### src/rtl/cl_irq_pkg.sv
// Shared types, default sizes and helpers for the interrupt upstream controller.
package cl_irq_pkg;

    typedef enum logic [1:0] {
        IDLE     = 2'd0,
        REQ      = 2'd1,
        WAIT_ACK = 2'd2
    } irq_st_t;

    localparam int DEF_NUM_IRQ     = 16;
    localparam int DEF_SYNC_STAGES = 2;
    localparam int DEF_CNT_W       = 8;
    localparam int DEF_ACK_TIMEOUT = 1024;

    // Width of the ack timer; a disabled timeout still gets a 1-bit register.
    function automatic int tmr_width(input int timeout);
        int w;
        w = $clog2(timeout + 1);
        return (w < 1) ? 1 : w;
    endfunction

endpackage

### src/rtl/cl_irq_chan.sv
// One interrupt channel: input synchroniser, edge/level event detect,
// pending/count/err bookkeeping and the req/ack handshake FSM with timer.
module cl_irq_chan
    import cl_irq_pkg::*;
#(
    parameter int SYNC_STAGES = DEF_SYNC_STAGES,
    parameter int CNT_W       = DEF_CNT_W,
    parameter int ACK_TIMEOUT = DEF_ACK_TIMEOUT
) (
    input  logic             clk,
    input  logic             reset,
    input  logic             irq_in,
    input  logic             mask,
    input  logic             level_mode,
    input  logic             pop,
    input  logic             ack,
    output logic             status,
    output logic [CNT_W-1:0] count,
    output logic             err,
    output logic             req
);

    localparam int TW = tmr_width(ACK_TIMEOUT);
    localparam logic [TW-1:0] TMR_LOAD = (ACK_TIMEOUT > 0) ? TW'(ACK_TIMEOUT - 1) : '0;

    logic             irq_s;
    logic             irq_q, irq_d;
    logic             pending_q, pending_d;
    logic [CNT_W-1:0] count_q, count_d;
    logic             err_q, err_d;
    logic             arm_q, arm_d;
    irq_st_t          state_q, state_d;
    logic [TW-1:0]    timer_q, timer_d;
    logic             evt;
    logic             go_req;
    logic             expire;

    generate
        if (SYNC_STAGES == 0) begin : g_nosync
            assign irq_s = irq_in;
        end else begin : g_sync
            logic [SYNC_STAGES-1:0] sync_q, sync_d;

            // Shift the raw input through the synchroniser chain.
            always_comb sync_d = SYNC_STAGES'({sync_q, irq_in});

            // Synchroniser flops.
            always_ff @(posedge clk or posedge reset) begin
                if (reset) sync_q <= '0;
                else       sync_q <= sync_d;
            end

            assign irq_s = sync_q[SYNC_STAGES-1];
        end
    endgenerate

    // Level mode fires whenever the line is high and nothing is pending, so a
    // held level only re-triggers once software pops the channel.
    assign evt = irq_s & (level_mode ? ~pending_q : ~irq_q);

    // Event bookkeeping; an event in the same cycle as a pop wins and counts as the first.
    always_comb begin
        irq_d     = irq_s;
        pending_d = pending_q;
        count_d   = count_q;
        arm_d     = arm_q;
        err_d     = (err_q & ~pop) | expire;
        if (go_req) arm_d = 1'b0;
        if (pop) begin
            pending_d = 1'b0;
            count_d   = '0;
            arm_d     = 1'b0;
        end
        if (evt) begin
            pending_d = 1'b1;
            arm_d     = 1'b1;
            if (pop)                 count_d = CNT_W'(1);
            else if (count_q != '1)  count_d = count_q + CNT_W'(1);
        end
    end

    // Channel bookkeeping registers.
    always_ff @(posedge clk or posedge reset) begin
        if (reset) begin
            irq_q     <= 1'b0;
            pending_q <= 1'b0;
            count_q   <= '0;
            err_q     <= 1'b0;
            arm_q     <= 1'b0;
        end else begin
            irq_q     <= irq_d;
            pending_q <= pending_d;
            count_q   <= count_d;
            err_q     <= err_d;
            arm_q     <= arm_d;
        end
    end

    // Handshake state and ack timer registers.
    always_ff @(posedge clk or posedge reset) begin
        if (reset) begin
            state_q <= IDLE;
            timer_q <= '0;
        end else begin
            state_q <= state_d;
            timer_q <= timer_d;
        end
    end

    // Next state: the mask only gates leaving IDLE, never an ongoing handshake.
    always_comb begin
        state_d = state_q;
        timer_d = timer_q;
        go_req  = 1'b0;
        expire  = 1'b0;
        case (state_q)
            IDLE: begin
                if (arm_q && !mask) begin
                    state_d = REQ;
                    go_req  = 1'b1;
                end
            end
            REQ: begin
                if (ack) begin
                    state_d = IDLE;
                end else begin
                    state_d = WAIT_ACK;
                    timer_d = TMR_LOAD;
                end
            end
            WAIT_ACK: begin
                if (ack) begin
                    state_d = IDLE;
                end else if ((ACK_TIMEOUT > 0) && (timer_q == '0)) begin
                    state_d = REQ;
                    expire  = 1'b1;
                end else begin
                    timer_d = timer_q - TW'(1);
                end
            end
            default: state_d = IDLE;
        endcase
    end

    // Outputs come straight from flops.
    always_comb begin
        req    = (state_q == REQ);
        status = pending_q;
        count  = count_q;
        err    = err_q;
    end

endmodule

### src/rtl/cl_irq_upstream_mc.sv
// Multi-channel interrupt upstream controller: NUM_IRQ independent channels
// feeding the shell's per-channel irq_req/irq_ack handshake.
module cl_irq_upstream_mc
    import cl_irq_pkg::*;
#(
    parameter int NUM_IRQ     = DEF_NUM_IRQ,
    parameter int SYNC_STAGES = DEF_SYNC_STAGES,
    parameter int CNT_W       = DEF_CNT_W,
    parameter int ACK_TIMEOUT = DEF_ACK_TIMEOUT
) (
    input  logic                     clk,
    input  logic                     reset,
    input  logic [NUM_IRQ-1:0]       irq_in,
    input  logic [NUM_IRQ-1:0]       irq_mask,
    input  logic [NUM_IRQ-1:0]       irq_level_mode,
    input  logic [NUM_IRQ-1:0]       irq_pop,
    output logic [NUM_IRQ-1:0]       irq_status,
    output logic [NUM_IRQ*CNT_W-1:0] irq_count,
    output logic [NUM_IRQ-1:0]       irq_err,
    output logic [NUM_IRQ-1:0]       irq_req,
    input  logic [NUM_IRQ-1:0]       irq_ack
);

    generate
        for (genvar i = 0; i < NUM_IRQ; i++) begin : g_chan
            cl_irq_chan #(
                .SYNC_STAGES (SYNC_STAGES),
                .CNT_W       (CNT_W),
                .ACK_TIMEOUT (ACK_TIMEOUT)
            ) u_chan (
                .clk        (clk),
                .reset      (reset),
                .irq_in     (irq_in[i]),
                .mask       (irq_mask[i]),
                .level_mode (irq_level_mode[i]),
                .pop        (irq_pop[i]),
                .ack        (irq_ack[i]),
                .status     (irq_status[i]),
                .count      (irq_count[i*CNT_W +: CNT_W]),
                .err        (irq_err[i]),
                .req        (irq_req[i])
            );
        end
    endgenerate

endmodule

### config.mk
export PLATFORM = sky130hd
export DESIGN_NAME = cl_irq_upstream_mc
export DESIGN_NICKNAME = d
export VERILOG_FILES = /design/src/rtl/cl_irq_pkg.sv /design/src/rtl/cl_irq_chan.sv /design/src/rtl/cl_irq_upstream_mc.sv
export SDC_FILE = /design/constraint.sdc
export NUM_CORES = 1
export LEC_CHECK = 0
export ABC_AREA = 1
export CAP_MARGIN = 5
export CORE_MARGIN = 3
export CORE_UTILIZATION = 62
export CTS_CLUSTER_DIAMETER = 80
export DETAILED_ROUTE_END_ITERATION = 10
export PLACE_DENSITY = 0.86
export SLEW_MARGIN = 25
export SYNTH_ARGS = -nofsm -noshare
export SYNTH_HDL_FRONTEND = slang
export SYNTH_SLANG_ARGS = --single-unit
### constraint.sdc
create_clock -name clk -period 26.5 [get_ports clk]
set_clock_uncertainty 0.1 [all_clocks]
set_input_delay 2.65 -clock clk [delete_from_list [all_inputs] [get_ports clk]]
set_output_delay 2.65 -clock clk [all_outputs]
set_load 0.03 [all_outputs]
==> results of run 1 <==
-- routing by layer --
layer / track usage / share of wire / wire length (um)
met4: 0.0807 / 0.022 / 1260
met3: 0.0486 / 0.056 / 3150
met5: 0 / 0 / 0
met2: 0.489 / 0.50 / 28500
met1: 0.346 / 0.42 / 23600
-- worst max-delay path: cells and delay by family --
kind | cells | cell delay, ns
buf+inv | 4 | 2.48
-- path summary, 6_finish.rpt --
check	start	to
worst max-delay path	reset	g_chan[14].u_chan.timer_q[2]
worst min-delay path	g_chan[3].u_chan.g_sync.sync_q[0]	g_chan[3].u_chan.g_sync.sync_q[1]
worst max register to register	g_chan[8].u_chan.timer_q[0]	g_chan[8].u_chan.timer_q[7]
worst min register to register	g_chan[3].u_chan.g_sync.sync_q[0]	g_chan[3].u_chan.g_sync.sync_q[1]
max in group clk	g_chan[9].u_chan.state_q[1]	irq_req[9]
min in group asynchronous	reset	g_chan[10].u_chan.g_sync.sync_q[1]
-- area by class of cell --
type                       count  area, um2
sequential                   432      10800
clock inverter                16        136
clock buffer                  67       1380
tap                          511        639
multi-input combinational   2281      11100
timing repair buffer         261       2640
fill                        2762       9620
inverter                     399       1510
-- sequential cells by signal (all words and copies together), names as in the netlist --
name,cells
g_chan.u_chan.timer_q,176
g_chan.u_chan.count,128
g_chan.u_chan.g_sync.sync_q,32
g_chan.u_chan.state_q,32
g_chan.u_chan.arm_q,16
g_chan.u_chan.err,16
g_chan.u_chan.irq_q,16
g_chan.u_chan.status,16
-- cells in the final DEF (no fill, tap or decap), types with 47 or more instances in the layout --
cell | synthesis | routed
clkbuf_16 | 0 | 47
clkdlybuf4s50_1 | 0 | 257
dfrtp_1 | 432 | 432
inv_1 | 381 | 380
nand2_1 | 911 | 911
nand3_1 | 283 | 283
nand4_1 | 117 | 117
nor2_1 | 419 | 419
nor3_1 | 60 | 59
o21ai_0 | 115 | 115
o21ai_2 | 48 | 48
-- cells by family (layout without fill, tap and decap cells) --
group,count (synthesis),in the layout,synth area share
compound gates,251,251,0.0630
xor+xnor,28,28,0.0102
fa+ha+maj,32,32,0.0167
buf+inv,477,743,0.0852
flops,432,432,0.451
simple gates,1970,1970,0.374
-- power groups by stage --
stage | Combinational, W | Sequential (W) | Clock [W]
after floorplan | 0.000459 | 0.000928 | 0
after global placement | 0.000559 | 0.000940 | 0
after detailed placement | 0.000595 | 0.000947 | 0
after CTS | 0.000600 | 0.000940 | 0.000659
after global routing | 0.000681 | 0.000965 | 0.000687
final | 0.000599 | 0.000944 | 0.000647
-- metrics by stage --
step,utilization,setup slack (ns),hold slack [ns]
final,0.746,21.77,0.248
after global routing,0.746,21.41,0.248
after CTS,0.745,21.47,0.248
after detailed placement,0.705,20.85,0.235
after global placement,0.705,20.88,0.231
after floorplan,-,11.72,0.231
==> flow_metrics.py, run 1 <==
metrics = {
    "floorplan": {
        "rows": 71,
        "ios": 258,
        "initial_core_util": 0.633,
        "die-width_um": 203,
        "die_y_um": 203,
        "core_area_mm2": 0.0378,
        "die-area_mm2": 0.0410,
    },
    "clocking": {
        "cts_sinks": 432,
        "cts.clk_slew.worst_paths_ns": 0.06,
        "insertion_delay_ns": 0.58,
        "cts_resized": 0,
        "numCtsBuffers": 46,
        "ctsHoldBuffers": 0,
        "post-cts-setup-buffer-count": 0,
        "clock-root-buffer": "clkbuf_16",
        "cts_tree": "yes",
        "htree_levels": 2,
        "cts_buffer_depth": 3,
    },
    "hold_path": {
        "hp-class": "reg -> reg",
        "worstHoldPathCells": 0,
    },
    "placement": {
        "dp_hpwl_um": 38800,
        "placed_area_mm2": 0.0267,
        "place_inst": 3883,
        "place_congestion": 0.898,
        "numPortBuffers": 257,
    },
    "synth": {
        "synth_cells": 3190,
        "yosys.area.top_type": "dfrtp_1",
        "syn_area_mm2": 0.0240,
        "synth.area.top_cells": "dfrtp_1 45%, nand2_1 14%, nor2_1 6.6%, inv_1 6.0%, nand3_1 5.9%",
        "synth_edf_count": 0,
        "async_flop_share": 1.00,
        "yosysTopAreaCellShare": 0.451,
        "ys_ff_latch": 432,
        "syn-num-nets": 3304,
        "synthFlopType": "dfrtp_1",
        "ys_warn_count": 0,
        "synth_commonest_cells": "911 x nand2_1, 432 x dfrtp_1, 419 x nor2_1",
        "seq_area_frac_synth": 0.451,
        "ys_types": 38,
        "synth.most_common_cell": "nand2_1",
        "synth.avg_cell_area_um2": 7.51,
    },
    "worst_setup_path": {
        "arrival_ns": 5.24,
        "crit_path_max_fanout": 137,
        "crit_chain": "clkdlybuf4s50_1 > clkinv_8 > buf_4 > buf_4",
        "ff2ff_path_depth": 9,
        "start_kind": "primary input",
        "required_ns": 27.01,
        "slowest_delay_ns": 0.75,
        "worstSetupEndpointType": "asynchronous set/reset pin",
        "crit_path_frequent_cell": "buf_4",
        "reg2reg_slack_ns": 24.48,
        "cpMaxStageDelayCell": "buf_4",
        "critical_path_class": "in -> async",
    },
    "sta": {
        "max_slew_margin": 0.483,
        "hold_viol_final": 0,
        "setup_violations": 0,
        "timing.fmax_mhz": 211,
        "min_period_ns": 4.73,
        "setup_tns_ns": 0,
        "maxSlewViolCount": 0,
        "worstMarginPinSlew_ns": 0.776,
        "final.period_utilization": 0.178,
        "rsz0062_at_grt": "no",
    },
    "power": {
        "p_seq_frac": 0.431,
        "p_leak_nw": 13.4,
        "power_density_mw_per_mm2": 77.6,
        "p_total_w": 0.00219,
        "clockPowerShare": 0.296,
        "p_int_w": 0.00140,
        "comb_power_share": 0.274,
        "p_switching_w": 0.000793,
        "swShare": 0.362,
        "vdd_drop_max_v": 0.0000581,
    },
    "drt": {
        "via_count": 21900,
        "drtIter0Drc": 1695,
        "viasPerCell": 5.52,
        "drt_pass1_iterations": 6,
        "route.antenna.remaining_nets": 0,
        "wirelength_um": 56600,
        "post_drt_wl_per_cell_um": 14.3,
        "post-route-drc-count": 0,
    },
    "layout": {
        "nNetsFinal": 3535,
        "drive_gt1_frac": 0.0839,
        "syn_to_final_growth_pct": 17.8,
        "final_area_mm2": 0.0282,
        "insertedDiodeCount": 0,
        "fin_cells": 3967,
    },
    "grt": {
        "grt_pass1_vias": 21600,
        "grt.overflow.total": 0,
        "track_usage": 0.275,
        "grt_first_pass_wirelength_um": 97800,
        "grt_start_max_net_pins": 178,
        "antenna_found_initial": 0,
    },
    "job": {
        "maxCapViolCount": 0,
    },
    "run_status": {
        "status": "complete, no violations",
    },
}
Note: power is estimated with default switching activity, not from simulation.
==> run 2, diff against run 1 <==
--- a/config.mk
+++ b/config.mk
@@ -8,10 +8,10 @@
 export ABC_AREA = 1
 export CAP_MARGIN = 5
 export CORE_MARGIN = 3
-export CORE_UTILIZATION = 62
+export CORE_UTILIZATION = 58
 export CTS_CLUSTER_DIAMETER = 80
 export DETAILED_ROUTE_END_ITERATION = 10
-export PLACE_DENSITY = 0.86
+export PLACE_DENSITY = 0.82
 export SLEW_MARGIN = 25
 export SYNTH_ARGS = -nofsm -noshare
 export SYNTH_HDL_FRONTEND = slang
==> constraint.sdc (replaced) <==
create_clock -name clk -period 4.5 [get_ports clk]
set_clock_uncertainty 0.1 [all_clocks]
set_input_delay 0.45 -clock clk [delete_from_list [all_inputs] [get_ports clk]]
set_output_delay 0.45 -clock clk [all_outputs]
set_load 0.03 [all_outputs]
==> run 2 against run 1 <==
Effect of this change:
- sequential share of layout area fell by 0.17 points
- critical path depth fell by 2
- count of clock-buffer cells in the layout rose by 7
- via count fell by 1.0%
- first-iteration DRC count rose by 1.7%
- flip-flop and latch count did not move
- sequential power rose to 5.9 times the previous value
- global-route usage fell by 2.5 points
- non-clock buffer count rose by 3
- largest cell class unchanged
==> flow_metrics.py, run 2 (synthesis results as in run 1) <==
metrics = {
    "run_status": {
        "status": "complete, no violations",
    },
    "drt": {
        "viasPerCell": 5.44,
        "drtIter0Drc": 1724,
        "route.antenna.remaining_nets": 0,
        "post_drt_wl_per_cell_um": 14.0,
        "drt_pass1_iterations": 6,
        "wirelength_um": 55600,
        "via_count": 21700,
        "post-route-drc-count": 0,
    },
    "sta": {
        "final.period_utilization": 0.544,
        "holdWs_ns": 0.202,
        "setup_tns_ns": 0,
        "max_slew_margin": 0.529,
        "min_period_ns": 2.45,
        "hold_viol_final": 0,
        "setup_violations": 0,
        "maxSlewViolCount": 0,
        "timing.fmax_mhz": 408,
        "worstMarginPinSlew_ns": 0.705,
        "rsz0062_at_grt": "no",
    },
    "hold_path": {
        "hp-class": "in -> reg",
        "hp-start": "irq_in[13]",
        "worstHoldPathCells": 1,
        "hold_end": "g_chan[13].u_chan.g_sync.sync_q[0]",
    },
    "placement": {
        "numPortBuffers": 257,
        "place_congestion": 0.882,
        "dp_hpwl_um": 39400,
        "place_inst": 3901,
    },
    "worst_setup_path": {
        "reg2reg_slack_ns": 2.54,
        "arrival_ns": 1.90,
        "worstSetupEndpointType": "output port",
        "reg2reg_to": "g_chan[14].u_chan.timer_q[1]",
        "critical_path_class": "reg -> out",
        "ff2ff_path_depth": 9,
        "r2r-start": "g_chan[14].u_chan.timer_q[0]",
        "cpMaxStageDelayCell": "clkdlybuf4s50_1",
        "start_kind": "flop",
        "crit_chain": "nor2_1 > clkdlybuf4s50_1",
        "required_ns": 3.95,
        "slowest_delay_ns": 0.75,
        "crit_path_max_fanout": 4,
    },
    "clocking": {
        "clock-root-buffer": "clkbuf_16",
        "cts_sinks": 432,
        "numCtsBuffers": 48,
        "cts_tree": "yes",
        "insertion_delay_ns": 0.59,
        "cts.clk_slew.worst_paths_ns": 0.06,
        "ctsHoldBuffers": 0,
        "post-cts-setup-buffer-count": 0,
        "cts_buffer_depth": 3,
        "cts_resized": 0,
        "htree_levels": 2,
    },
    "floorplan": {
        "rows": 73,
        "ios": 258,
        "die_y_um": 209,
        "die-area_mm2": 0.0438,
        "die-width_um": 209,
        "initial_core_util": 0.595,
        "core_area_mm2": 0.0403,
    },
    "grt": {
        "grt.overflow.total": 0,
        "grt_first_pass_wirelength_um": 95100,
        "met3_usage": 0.0480,
        "grt.busiest_layer": "met2",
        "antenna_found_initial": 0,
        "grt_start_max_net_pins": 116,
        "grt.met2_usage": 0.435,
        "track_usage": 0.250,
        "use_met1": 0.318,
        "grt_pass1_vias": 21000,
    },
    "layout": {
        "top_register": "g_chan.u_chan.timer_q",
        "nNetsFinal": 3540,
        "insertedDiodeCount": 0,
        "fillers": 3076,
        "largest_reg_flops": 176,
        "layout_commonest_cell": "nand2_1",
        "syn_to_final_growth_pct": 18.3,
        "fin_cells": 3986,
        "drive_gt1_frac": 0.0829,
        "final_util": 0.704,
        "final_cell_mix": "911 x nand2_1, 432 x dfrtp_1, 419 x nor2_1, 380 x inv_1, 283 x nand3_1",
    },
    "job": {
        "maxCapViolCount": 0,
    },
    "power": {
        "power_density_mw_per_mm2": 460,
        "vdd_drop_max_v": 0.000373,
        "p_leak_nw": 13.4,
    },
}
==> run 2: cell types whose count changed in the layout (fill, tap and decap cells not counted), moves of 2 or more <==
| cell | before | now |
|---|---|---|
| clkbuf_1 | 7 | 14 |
| clkbuf_16 | 47 | 49 |
| clkinv_2 | 12 | 3 |
| bufinv_16 | 2 | 4 |
| clkbuf_8 | 13 | 11 |
| inv_6 | 1 | 3 |
| buf_12 | 1 | 4 |
==> run 2: worst max path at each step <==
| stage | from | to | slack (ns) | cells after the start |
|---|---|---|---|---|
| 2_1_floorplan | reset | g_chan[0].u_chan.arm_q | -1.88 | 1 |
| 3_3_place_gp | reset | g_chan[13].u_chan.g_sync.sync_q[0] | 2.39 | 3 |
| 3_5_place_dp | reset | g_chan[1].u_chan.count[3] | 2.37 | 3 |
| 4_1_cts | g_chan[8].u_chan.state_q[1] | irq_req[8] | 2.01 | 2 |
| 5_1_grt | g_chan[8].u_chan.state_q[1] | irq_req[8] | 1.94 | 2 |
| 6_report | g_chan[0].u_chan.state_q[1] | irq_req[0] | 2.05 | 2 |
==> run 2: area by class of cell <==
type,instances,area (um2),area share
repair buffers,264,2680,0.0943
well taps,525,657,0.0232
multi-input cells,2281,11100,0.392
inverters,399,1500,0.0530
flip-flops and latches,432,10800,0.381
clock buffers,74,1430,0.0504
clock inverters,11,169,0.00596
==> run 2: metal layers <==
layer  vias up  routed length [um]
li1      10700                   -
met1     10300               23700
met2       605               27600
met3        94                3220
met4         0                1080
met5         -                   0
==> run 2: metrics by stage <==
step	setup slack [ns]	cell area, um2	total power (W)
final	2.05	28400	0.0130
after global routing	1.94	28400	0.0139
after CTS	2.01	28400	0.0131
after detailed placement	2.37	26800	0.00907
after global placement	2.39	26800	0.00885
after floorplan	-1.88	24000	0.00817
==> run 2: critical path: cells and delay by family (launching register included) <==
kind                   cells  cell delay, ns
and+or+nand+nor            1            0.16
DFF                        1            0.41
buffers and inverters      1            0.75
==> run 2: report_power, final <==
group          switching [W]  internal [W]
clock network        0.00156       0.00241
registers           0.000860       0.00470
logic                0.00221       0.00129
==> run 3, diff against run 2 <==
==> constraint.sdc (replaced) <==
create_clock -name clk -period 2.35 [get_ports clk]
set_clock_uncertainty 0.1 [all_clocks]
set_input_delay 0.235 -clock clk [delete_from_list [all_inputs] [get_ports clk]]
set_output_delay 0.235 -clock clk [all_outputs]
set_load 0.03 [all_outputs]
==> run 3 against run 2 <==
Effect of this change:
- critical path depth unchanged
- register-to-register slack got worse by 2.1 ns
- sequential power increased by 91%
- hold slack got worse by 0.17 ns
- combinational power increased by 92%
- sequential share of layout area decreased by 0.37 points
- final area increased by 0.97%
- largest cell class unchanged
- highest routed layer unchanged
==> flow_metrics.py, run 3 (synthesis results as in run 1) <==
metrics = {
    "drt": {
        "post-route-drc-count": 0,
        "route.antenna.remaining_nets": 0,
        "viasPerCell": 5.42,
        "drtIter0Drc": 1682,
        "drt_pass1_iterations": 6,
        "post_drt_wl_per_cell_um": 14.0,
        "via_count": 21700,
        "wirelength_um": 56100,
    },
    "sta": {
        "hold_viol_final": 0,
        "fin_ws_ns": 0.107,
        "setup_violations": 0,
        "min_period_ns": 2.24,
        "rsz0062_at_grt": "no",
        "maxSlewViolCount": 0,
        "worstMarginPinSlew_ns": 0.780,
        "max_slew_margin": 0.480,
        "timing.fmax_mhz": 446,
        "final.period_utilization": 0.954,
    },
    "placement": {
        "dp_hpwl_um": 39700,
        "place_ws_ns": 0.439,
        "numPortBuffers": 257,
        "place_congestion": 0.892,
    },
    "clocking": {
        "insertion_delay_ns": 0.59,
        "cts.clk_slew.worst_paths_ns": 0.06,
        "numCtsBuffers": 47,
        "htree_levels": 2,
        "cts_tree": "yes",
        "clock-root-buffer": "clkbuf_16",
        "cts_buffer_depth": 3,
        "cts_sinks": 432,
    },
    "layout": {
        "layout_commonest_cell": "nand2_1",
        "top_register": "g_chan.u_chan.timer_q",
        "final_util": 0.711,
        "fillers": 3074,
        "syn_to_final_growth_pct": 19.5,
        "seqCellArea_mm2": 0.0108,
        "nNetsFinal": 3560,
        "multi_input_area_mm2": 0.0111,
        "final_cell_mix": "911 x nand2_1, 432 x dfrtp_1, 419 x nor2_1, 380 x inv_1, 283 x nand3_1",
        "largest_reg_flops": 176,
        "drive_gt1_frac": 0.0856,
        "insertedDiodeCount": 0,
    },
    "grt": {
        "grt.busiest_layer": "met2",
        "track_usage": 0.252,
        "use_met1": 0.323,
        "antenna_found_initial": 0,
        "grt.overflow.total": 0,
        "grt.met2_usage": 0.435,
        "grt_first_pass_wirelength_um": 95600,
        "grt_start_max_net_pins": 67,
        "grt_pass1_vias": 20900,
        "met3_usage": 0.0454,
    },
    "floorplan": {
        "ios": 258,
        "core_area_mm2": 0.0403,
        "rows": 73,
        "die_y_um": 209,
        "die-area_mm2": 0.0438,
        "die-width_um": 209,
        "initial_core_util": 0.595,
    },
    "worst_setup_path": {
        "critical_path_class": "reg -> out",
        "crit_path_max_fanout": 2,
        "crit_chain": "nor2_1 > clkdlybuf4s50_1",
        "cpMaxStageDelayCell": "clkdlybuf4s50_1",
        "ff2ff_path_depth": 9,
        "arrival_ns": 1.91,
        "start_kind": "flop",
        "worstSetupEndpointType": "output port",
        "critical_path_depth": 2,
        "slowest_delay_ns": 0.73,
        "cp_top_family": "buffers and inverters",
        "path_buf_inv": 1,
        "required_ns": 2.02,
    },
    "power": {
        "vdd_drop_max_v": 0.000705,
        "clockPowerShare": 0.310,
        "swShare": 0.355,
        "comb_power_share": 0.267,
        "power_density_mw_per_mm2": 880,
        "p_seq_frac": 0.423,
        "p_int_w": 0.0162,
        "p_switching_w": 0.00895,
        "p_leak_nw": 13.5,
    },
    "hold_path": {
        "worstHoldPathCells": 1,
        "hp-class": "in -> reg",
    },
    "job": {
        "maxCapViolCount": 0,
    },
    "run_status": {
        "status": "complete, no violations",
    },
}
run 3: cell count changes in the layout (fill, tap and decap cells not counted), sizes merged:
| cell | change |
|---|---|
| clkinv | +6 |
| clkinvlp | +4 |
| clkdlybuf4s50 | -1 |
| buf | +5 |
| dlymetal6s2s | +1 |
| dlygate4sd3 | +16 |
| bufinv | +3 |
| clkbuf | -12 |
| inv | -2 |
run 3: through the flow:
step / power [W] / instances / hold slack (ns) / setup TNS, ns / instance area (um2)
after floorplan: 0.0156 / 3190 / 0.166 / -1649.53 / 24000
after global placement: 0.0170 / 3906 / 0.232 / 0 / 26800
after detailed placement: 0.0174 / 3906 / 0.235 / 0 / 26800
after CTS: 0.0253 / 4006 / 0.000507 / 0 / 28600
after global routing: 0.0268 / 4006 / 0.00754 / 0 / 28600
final: 0.0252 / 4006 / 0.0301 / 0 / 28600
run 3: metal layers:
layer,vias to the layer above,routed length (um)
li1,10700,-
met1,10300,24300
met2,601,27400
met3,114,3170
met4,0,1280
met5,-,0
run 3: path summary, 6_finish.rpt:
check | endpoint | slack, ns | from
min in group asynchronous | g_chan[7].u_chan.timer_q[1] | 0.57 | reset
setup / recovery | irq_req[3] | 0.11 | g_chan[3].u_chan.state_q[1]
max in group asynchronous | g_chan[15].u_chan.err | 0.78 | reset
hold / removal | g_chan[5].u_chan.g_sync.sync_q[0] | 0.03 | irq_in[5]
setup reg to reg | g_chan[8].u_chan.timer_q[7] | 0.40 | g_chan[8].u_chan.timer_q[0]
hold reg to reg | g_chan[11].u_chan.g_sync.sync_q[1] | 0.25 | g_chan[11].u_chan.g_sync.sync_q[0]
run 3: area by class of cell:
| cell class | count | area share |
|---|---|---|
| multi-input cells | 2281 | 0.388 |
| flip-flops and latches | 432 | 0.378 |
| repair buffers | 285 | 0.102 |
| inverters | 399 | 0.0524 |
| clock buffers | 62 | 0.0462 |
| well taps | 525 | 0.0229 |
| clock inverters | 22 | 0.0109 |
run 3: power groups by stage:
stage / logic, W / clock network (W) / registers [W]
after floorplan: 0.00518 / 0 / 0.0105
after global placement: 0.00637 / 0 / 0.0106
after detailed placement: 0.00670 / 0 / 0.0107
after CTS: 0.00676 / 0.00797 / 0.0106
after global routing: 0.00769 / 0.00828 / 0.0109
final: 0.00673 / 0.00781 / 0.0106
run 3: timing repair:
item / in CTS / in global routing
hold buffers: 16 / 0
buffers inserted: 0 / 0
resized for setup: 0 / 1
setup endpoints to repair: 0 / 1
hold endpoints to repair: 36 / 0
